File: src/rtl/weight_update_ctrl.sv
// -----------------------------------------------------------------------------
// weight_update_ctrl
//
// Sweeps M synapse weights held in an external registered-read RAM. For each
// address it adds a signed delta, saturates the result to [WMIN, WMAX] and
// writes it back. A two-stage pipeline (issue, then add/clamp) sustains one
// weight per cycle. The inference core may read the same RAM at any time;
// its requests take absolute priority and stall the update sweep.
//
// Ports
//   clk         sole clock, rising edge
//   rst         asynchronous active-high reset
//   start       single-cycle pulse, begins a pass (honoured only in IDLE)
//   dw_in       signed delta for the address issued on the previous cycle
//   ram_data_r  RAM read data, valid one cycle after ram_addr_r
//   ext_req     inference-core read request (level, one read per cycle)
//   ext_addr    inference-core read address
//   ram_addr_r  RAM read address, also drives the delta source address
//   ram_addr_w  RAM write address
//   ram_data_w  RAM write data
//   ram_we      RAM write enable
//   ext_valid   ram_data_r holds the ext read issued last cycle
//   busy        high from the cycle after an accepted start through done
//   done        single-cycle pulse, pass complete
//   sat_cnt     number of clamped writes in the current/last pass
// -----------------------------------------------------------------------------
module weight_update_ctrl #(
    parameter int M    = 784,
    parameter int W    = 24,
    parameter int WMAX = 16*4096,
    parameter int WMIN = -16*4096
) (
    input  logic                clk,
    input  logic                rst,
    input  logic                start,
    input  logic signed [W-1:0] dw_in,
    input  logic signed [W-1:0] ram_data_r,
    input  logic                ext_req,
    input  logic [9:0]          ext_addr,
    output logic [9:0]          ram_addr_r,
    output logic [9:0]          ram_addr_w,
    output logic signed [W-1:0] ram_data_w,
    output logic                ram_we,
    output logic                ext_valid,
    output logic                busy,
    output logic                done,
    output logic [9:0]          sat_cnt
);

    localparam logic signed [W:0] C_WMAX    = (W+1)'(WMAX);
    localparam logic signed [W:0] C_WMIN    = (W+1)'(WMIN);
    localparam logic [9:0]        C_LAST    = 10'(M-1);
    localparam logic [9:0]        C_SAT_TOP = 10'd1023;

    typedef enum logic [1:0] {
        ST_IDLE,
        ST_RUN,
        ST_DRAIN,
        ST_DONE
    } state_t;

    state_t                r_state;
    logic [9:0]            r_index;
    logic                  r_s2_valid;
    logic [9:0]            r_s2_addr;
    logic [9:0]            r_ram_addr_w;
    logic signed [W-1:0]   r_ram_data_w;
    logic                  r_ram_we;
    logic                  r_ext_valid;
    logic                  r_busy;
    logic                  r_done;
    logic [9:0]            r_sat_cnt;

    logic                  w_issue;
    logic signed [W:0]     w_sum;
    logic                  w_over;
    logic                  w_under;
    logic signed [W-1:0]   w_clamped;

    // The sweep only claims the read port in cycles the inference core leaves free.
    assign w_issue = (r_state == ST_RUN) && !ext_req;

    // Read address is combinational so the arbitration takes effect the same
    // cycle; reset forces it to zero without waiting for a clock.
    always_comb begin
        ram_addr_r = 10'd0;
        if (rst) begin
            ram_addr_r = 10'd0;
        end else if (ext_req) begin
            ram_addr_r = ext_addr;
        end else if (r_state == ST_RUN) begin
            ram_addr_r = r_index;
        end
    end

    // One extra bit so the raw sum never wraps before the clamp looks at it.
    assign w_sum     = {ram_data_r[W-1], ram_data_r} + {dw_in[W-1], dw_in};
    assign w_over    = (w_sum > C_WMAX);
    assign w_under   = (w_sum < C_WMIN);
    assign w_clamped = w_over  ? C_WMAX[W-1:0] :
                       w_under ? C_WMIN[W-1:0] :
                                 w_sum[W-1:0];

    always_ff @(posedge clk or posedge rst) begin
        if (rst) begin
            r_state      <= ST_IDLE;
            r_index      <= 10'd0;
            r_s2_valid   <= 1'b0;
            r_s2_addr    <= 10'd0;
            r_ram_addr_w <= 10'd0;
            r_ram_data_w <= '0;
            r_ram_we     <= 1'b0;
            r_ext_valid  <= 1'b0;
            r_busy       <= 1'b0;
            r_done       <= 1'b0;
            r_sat_cnt    <= 10'd0;
        end else begin
            r_ext_valid <= ext_req;
            r_done      <= 1'b0;

            // Stage 1 -> stage 2 tag.
            r_s2_valid <= w_issue;
            if (w_issue) begin
                r_s2_addr <= r_index;
            end

            // Stage 2: read data and delta are both present this cycle.
            r_ram_we <= r_s2_valid;
            if (r_s2_valid) begin
                r_ram_addr_w <= r_s2_addr;
                r_ram_data_w <= w_clamped;
                if ((w_over || w_under) && (r_sat_cnt != C_SAT_TOP)) begin
                    r_sat_cnt <= r_sat_cnt + 10'd1;
                end
            end

            case (r_state)
                ST_IDLE: begin
                    if (start) begin
                        r_state   <= ST_RUN;
                        r_index   <= 10'd0;
                        r_sat_cnt <= 10'd0;
                        r_busy    <= 1'b1;
                    end
                end
                ST_RUN: begin
                    if (w_issue) begin
                        // Index parks at the last address instead of wrapping.
                        if (r_index == C_LAST) begin
                            r_state <= ST_DRAIN;
                        end else begin
                            r_index <= r_index + 10'd1;
                        end
                    end
                end
                ST_DRAIN: begin
                    // Last write is being registered or already out; nothing
                    // left to wait for once stage 2 is empty.
                    if (!r_s2_valid) begin
                        r_state <= ST_DONE;
                        r_done  <= 1'b1;
                    end
                end
                ST_DONE: begin
                    r_state <= ST_IDLE;
                    r_busy  <= 1'b0;
                end
                default: begin
                    r_state <= ST_IDLE;
                end
            endcase
        end
    end

    assign ram_addr_w = r_ram_addr_w;
    assign ram_data_w = r_ram_data_w;
    assign ram_we     = r_ram_we;
    assign ext_valid  = r_ext_valid;
    assign busy       = r_busy;
    assign done       = r_done;
    assign sat_cnt    = r_sat_cnt;

endmodule

File: config.mk
export PLATFORM = sky130hd
export DESIGN_NAME = weight_update_ctrl
export DESIGN_NICKNAME = d
export VERILOG_FILES = /design/src/rtl/weight_update_ctrl.sv
export SDC_FILE = /design/constraint.sdc
export NUM_CORES = 1
export LEC_CHECK = 0
export ABC_AREA = 1
export CAP_MARGIN = 10
export CORE_AREA = 3 3 110 112
export CTS_CLUSTER_DIAMETER = 40
export CTS_CLUSTER_SIZE = 40
export DETAILED_ROUTE_END_ITERATION = 6
export DIE_AREA = 0 0 113 115
export HOLD_SLACK_MARGIN = 0.02
export PLACE_DENSITY = 0.86
export SYNTH_ARGS = -nofsm -noshare
export SYNTH_HDL_FRONTEND = slang
export SYNTH_SLANG_ARGS = --single-unit
File: constraint.sdc
create_clock -name clk -period 2.22 [get_ports clk]
set_clock_uncertainty 0.15 [all_clocks]
set_input_delay 0.222 -clock clk [delete_from_list [all_inputs] [get_ports clk]]
set_output_delay 0.222 -clock clk [all_outputs]
set_load 0.05 [all_outputs]
After elaboration in Yosys (flattened, before gate mapping)
Index checks and enable logic that the tools add are counted.
W data, S select, Z words.
{ "op_classes": {"addsub": 3, "magnitude_cmp": 2, "n_eq_ne": 10, "muxes": 22, "reduce_logical": 10} }
{ "ops": {"columns": ["cell", "count"], "rows": [
  ["$mux W10", 10],
  ["$mux W24", 2],
  ["$add A24 B24 Y25", 1],
  ["$gt A25 B18 Y1 const B", 1],
  ["$lt A25 B17 Y1 const B", 1],
  ["$add A10 B1 Y10 const B", 2],
  ["$pmux W10 S2", 1],
  ["$eq A10 B10 Y1 const B", 1],
  ["$ne A10 B10 Y1 const B", 1],
  ["$mux W2", 4],
  ["$ne A2 B2 Y1 const B", 4],
  ["$pmux W2 S4", 1],
  ["$reduce_and A4 Y1", 2],
  ["$eq A2 B2 Y1 const B", 2],
  ["$reduce_bool A2 Y1", 2],
  ["$mux W1", 3],
  ["$eq A2 B1 Y1 const B", 1],
  ["$logic_and A1 B1 Y1", 2],
  ["$logic_not A2 Y1", 1],
  ["$ne A2 B1 Y1 const B", 1],
  ["$pmux W1 S2", 1],
  ["$reduce_and A2 Y1", 1],
  ["$logic_not A1 Y1", 1],
  ["$logic_or A1 B1 Y1", 1]
]} }
{ "totals": {"register_bits": 71, "out_inout_bits": 58, "wordCells": 58} }

Depth between registers and ports, before layout
{ "logic_depth": {"ltp_word": 8, "ltp_mapped": 22, "depth_no_buf": 22} }

Worst setup path after synthesis
OpenSTA, ideal clock, no wires.
{ "synth_timing": {"path_type": "register -> output", "start": "register r_state[1]", "end": "output port ram_addr_r[3]", "arrival_time_ps": 2171, "required_ps": 1848, "slack_ps": -323, "path_stages_with_launch": 8, "path_cell_list": "dfrtp_1 inv_1 ha_1 inv_1 nor2_1 clkbuf_1 nand2_1 a21oi_1"} }
{ "synth_via": {"elab_chain_len": 4} }
{ "synth_rtl": {"columns": ["item", "line", "rtl"], "rows": [
  ["from (decl)", "62", "state_t r_state;"],
  ["from (signal assigned)", "106", "r_state <= ST_IDLE;"],
  ["from (signal assigned)", "140", "r_state <= ST_RUN;"],
  ["from (signal assigned)", "150", "r_state <= ST_DRAIN;"],
  ["$eq A2 B1 Y1", "91", "end else if (r_state == ST_RUN) begin"],
  ["$mux W10", "91", null],
  ["$mux W10", "89", "end else if (ext_req) begin"],
  ["$mux W10", "87", "if (rst) begin"],
  ["to (decl)", "40", "output logic [9:0] ram_addr_r,"]
]} }
Every way passes these cells.

Final worst setup path
{ "layout_timing": {"start": "input port dw_in[5]", "end": "register r_ram_data_w[16], in the netlist ram_data_w[16]"} }
{ "layout_via": {"elab_chain_len": 4, "word_cells_on_any_way": 5, "classes_between": "add/sub: 1; order compare: 2; mux: 2"} }
{ "layout_rtl": {"columns": ["item", "line", "rtl"], "rows": [
  ["from (decl)", "36", "input logic signed [W-1:0] dw_in,"],
  ["$add A24 B24 Y25 (*)", "97", "assign w_sum = {ram_data_r[W-1], ram_data_r} + {dw_in[W-1], dw_in};"],
  ["$lt A25 B17 Y1", "99", "assign w_under = (w_sum < C_WMIN);"],
  ["$mux W24", "101", "w_under ? C_WMIN[W-1:0] :"],
  ["$mux W24 (*)", "100", "assign w_clamped = w_over ? C_WMAX[W-1:0] :"],
  ["to (signal assigned)", "131", "r_ram_data_w <= w_clamped;"],
  ["to (decl)", "67", "logic signed [W-1:0] r_ram_data_w;"]
]} }
Every way passes the cells marked *; elsewhere a longest branch is shown, timed or not.
A chain may end at the register's enable or synchronous reset.

==> reports/qor.yml <==
maximum_resistive_drop_on_vdd_mv: 1.03
layout-area-overhead-vs-synth_pct: 70.3
synth-compound-area-share_pct: 10.6
global_route_wire_length_before_repair_um: 29900
hold_end: "ram_data_w[0]$_DFFE_PP0P_"
cts_made_buffers: 9
diodes: 0
synth_area_um2: 5150
worst_r2r_endpoint: "sat_cnt[9]$_DFF_PP0_"
drv.max_cap_violation_count: 0
via_count_of_the_first_global_routing_pass: 6276
synthAdderAreaFrac_pct: 7.67
clk-insertion-delay-late_ns: 0.34
routed-via-count: 6700
minimum_hold_slack_ns: 0.0810
timing.hold.worst.class: "primary input to register"
fmax_ghz: 0.354
num_rows: 39
globalRouteTotalUtil_pct: 28.1
htree_num_levels: 3
seq_area_frac_synth_pct: 34.5
fin_nets: 1074
post_synth_inst_count: 755
post_drt_wl_per_cell_um: 19.6
fin_util_pct: 77.5
area_share_of_and_or_nand_nor_cells_after_synthesis_pct: 35.7
clk_pin_slew_ns: 0.06
ys_warn_count: 0
r2r-start: "sat_cnt[0]$_DFF_PP0_"
crit_path_frequent_cell: "sky130_fd_sc_hd__nand2_2"
critical_path.max_fanout: 7
cp.buffers_inverters: 1
seq_cells_post_synth: 71
ant_nets: 0
power_per_cell_area_nw_per_um2: 914
final.setup.worst_slack_ns: -0.607
post-route-drc-count: 0
slew-limit-headroom_pct: 63.6
clock-root-buffer: "sky130_fd_sc_hd__clkbuf_16"
effective_utilization_at_floorplan_pct: 45.5
floorplan.die.width_um: 113
leakagePower_nw: 4.37
fillers: 617
tritoncts: "done"
timing.critical_path.slowest_cell_delay_ns: 0.33
crit_chain: "dlygate4sd2_1, ha_4, nand2_4, nor2_2, nand2_1, nand3_2, nand2_2, nand2_2, nand2_2, nand2_2, nand2_1, nor2_1, nand3_1, nand2_1, nand2_2, nand2_4, nand2_8, nor2_4, a31oi_1"
critical_path_required_ns: 2.26
setup.worst_path.start_class: "primary input"
floorplan.die.height_um: 115
maxSlewViolCount: 0
synth-xor-area-share_pct: 1.34
placedInstanceArea_um2: 7310
core-area_um2: 11300
grt_start_max_net_pins: 45
violated_checks: "setup timing"
multi_input_area_um2: 3920
avgSynthCellArea_um2: 6.83
status: "complete, but fails checks"
route.detailed.vias_per_inst: 5.93
critPathTopFamily: "simple AND/OR/NAND/NOR gates"
whs_path_depth: 3
cts_buffer_depth: 2
synth_ff_type: "sky130_fd_sc_hd__dfrtp_1"
worstSetupEndpointType: "register"
share_of_synthesized_area_spent_on_multiplexers_pct: 0
arrival_ns: 2.86
totalNegativeSetupSlack_ns: -14.78
numPortBuffers: 119
stdcell_area_um2: 8770
worst-r2r-cell-count: 10
num_ports: 120
detailedRoute.firstPassIterationCount: 6
timing.final.setup_violations: 46
timing.critical_path.slowest_stage_cell: "sky130_fd_sc_hd__ha_4"
finalWirelength_um: 22200
tightest_slew_ns: 0.544
gp_congestion: 0.910
dr.first_iter.drc_count: 835
number_of_distinct_library_cells_after_synthesis: 38
drive_above_1_share_pct: 34.7
hold_viol_final: 0
number_of_synthesized_flops_with_an_enable_pin: 0
grt_setup_unrepaired: "true"
hpwlAfterDp_um: 11000
synth_top_family_by_area: "simple AND/OR/NAND/NOR gates"
clkSinkCount: 71
sequential_cell_area_um2: 1780
final.min_clock_period_ns: 2.83
antenna_found_initial: 0
share_of_flip_flops_with_an_asynchronous_set_or_reset_pct: 100
preCtsSetupSlack_ns: -0.832
overflow: 0
holdCritStartpoint: "ram_data_r[0]"
min_period_over_period_pct: 127
regToRegSetupSlack_ns: -0.16
fp.dieArea_um2: 13000
start_to_end_type_of_the_worst_setup_path: "primary input to register"
synth_fp_nets: 848
-- metrics by stage --
step	std cells	power (mW)
global placement	1081	5.50
detailed placement	1081	5.59
floorplan	755	4.20
finish	1129	8.02
global route	1129	8.32
CTS	1115	7.29
-- cell usage after synthesis, types with 5 or more instances --
library cell	number	area share (%)
sky130_fd_sc_hd__dfrtp_1	71	34
sky130_fd_sc_hd__nand4_1	16	1.9
sky130_fd_sc_hd__nand3_1	32	3.1
sky130_fd_sc_hd__ha_1	30	7.3
sky130_fd_sc_hd__nor2_2	8	0.97
sky130_fd_sc_hd__nor2_1	61	4.4
sky130_fd_sc_hd__a22o_1	6	1.0
sky130_fd_sc_hd__nor3_1	7	0.68
sky130_fd_sc_hd__nand2_1	276	20
sky130_fd_sc_hd__a21oi_1	33	3.2
sky130_fd_sc_hd__nand3b_1	5	0.73
sky130_fd_sc_hd__inv_1	121	8.8
sky130_fd_sc_hd__o31ai_2	8	1.9
sky130_fd_sc_hd__nand3_2	6	1.2
sky130_fd_sc_hd__nand2_2	9	1.1
sky130_fd_sc_hd__o21ai_0	23	2.2
sky130_fd_sc_hd__clkbuf_1	9	0.66
-- how the worst max path moves through the flow --
stage,startpoint,depth (start not counted),slack [ns],to
finish,dw_in[5],19,-0.61,ram_data_w[16]$_DFFE_PP0P_
detailed placement,dw_in[0],19,-0.83,sat_cnt[8]$_DFF_PP0_
global route,ram_data_r[2],20,-0.65,ram_data_w[16]$_DFFE_PP0P_
global placement,dw_in[0],19,-0.76,sat_cnt[0]$_DFF_PP0_
floorplan,dw_in[0],21,-0.09,sat_cnt[0]$_DFF_PP0_
CTS,ram_data_r[0],20,-0.09,sat_cnt[8]$_DFF_PP0_
-- cell usage in the layout (no fill, tap or decap), types with 16 or more instances in the layout --
master | netlist | routed
sky130_fd_sc_hd__nand2_1 | 276 | 216
sky130_fd_sc_hd__ha_4 | 0 | 24
sky130_fd_sc_hd__nand4_1 | 16 | 16
sky130_fd_sc_hd__nand2_2 | 9 | 50
sky130_fd_sc_hd__nor2_2 | 8 | 22
sky130_fd_sc_hd__nand3_1 | 32 | 21
sky130_fd_sc_hd__nand2_4 | 1 | 20
sky130_fd_sc_hd__buf_12 | 0 | 16
sky130_fd_sc_hd__buf_4 | 0 | 94
sky130_fd_sc_hd__o21ai_0 | 23 | 22
sky130_fd_sc_hd__dfrtp_1 | 71 | 69
sky130_fd_sc_hd__nor2_1 | 61 | 40
sky130_fd_sc_hd__clkdlybuf4s50_1 | 0 | 63
sky130_fd_sc_hd__inv_1 | 121 | 109
sky130_fd_sc_hd__dlygate4sd2_1 | 0 | 38
-- layout make-up --
cell class | count | share of cell area (%)
clock buffers | 9 | 2.57
well taps | 143 | 2.04
inverters | 124 | 5.43
multi-input cells | 549 | 44.7
repair buffers | 226 | 24.4
flip-flops and latches | 71 | 20.3
clock inverters | 7 | 0.542
-- sequential cells by signal, summed over array words and instances, names as in the netlist --
name	count
busy	1
done	1
ext_valid	1
r_index	10
r_s2_addr	10
r_s2_valid	1
r_state	2
ram_addr_w	10
ram_data_w	24
ram_we	1
sat_cnt	10
-- kinds of logic (layout without fill, tap and decap cells) --
group | after synthesis | count (layout)
flops | 71 | 71
compound gates | 81 | 81
fa+ha+maj | 31 | 31
buf+inv | 136 | 366
xor+xnor | 7 | 7
simple gates | 429 | 430
-- per-layer routing --
| layer | routed length [µm] | share of wire (%) | global-route usage [%] |
|---|---|---|---|
| met3 | 2230 | 10 | 4.47 |
| met4 | 1650 | 7.4 | 13.1 |
| met2 | 10200 | 46 | 48.7 |
| met5 | 0 | 0 | 0 |
| met1 | 8050 | 36 | 34.3 |
-- power breakdown --
| group | internal (mW) | switching [mW] |
|---|---|---|
| combinational | 1.74 | 2.91 |
| sequential | 1.69 | 0.304 |
| clock | 0.757 | 0.622 |
| total | 4.18 | 3.83 |
-- what timing repair did --
item,4_1_cts,5_1_grt
pin swaps,63,50
cloned,2,0
resized for setup,184,89
setup buffers,16,14
hold buffers,0,0
endpoints found under the setup margin,47,51
-- worst reg2reg max path: cells and delay by family, from the launching register on --
family | cells | cell delay (ns)
and+or+nand+nor | 9 | 1.51
adders and majority gates | 1 | 0.20
DFF | 1 | 0.41
Note: power is estimated with default switching activity, not from simulation.
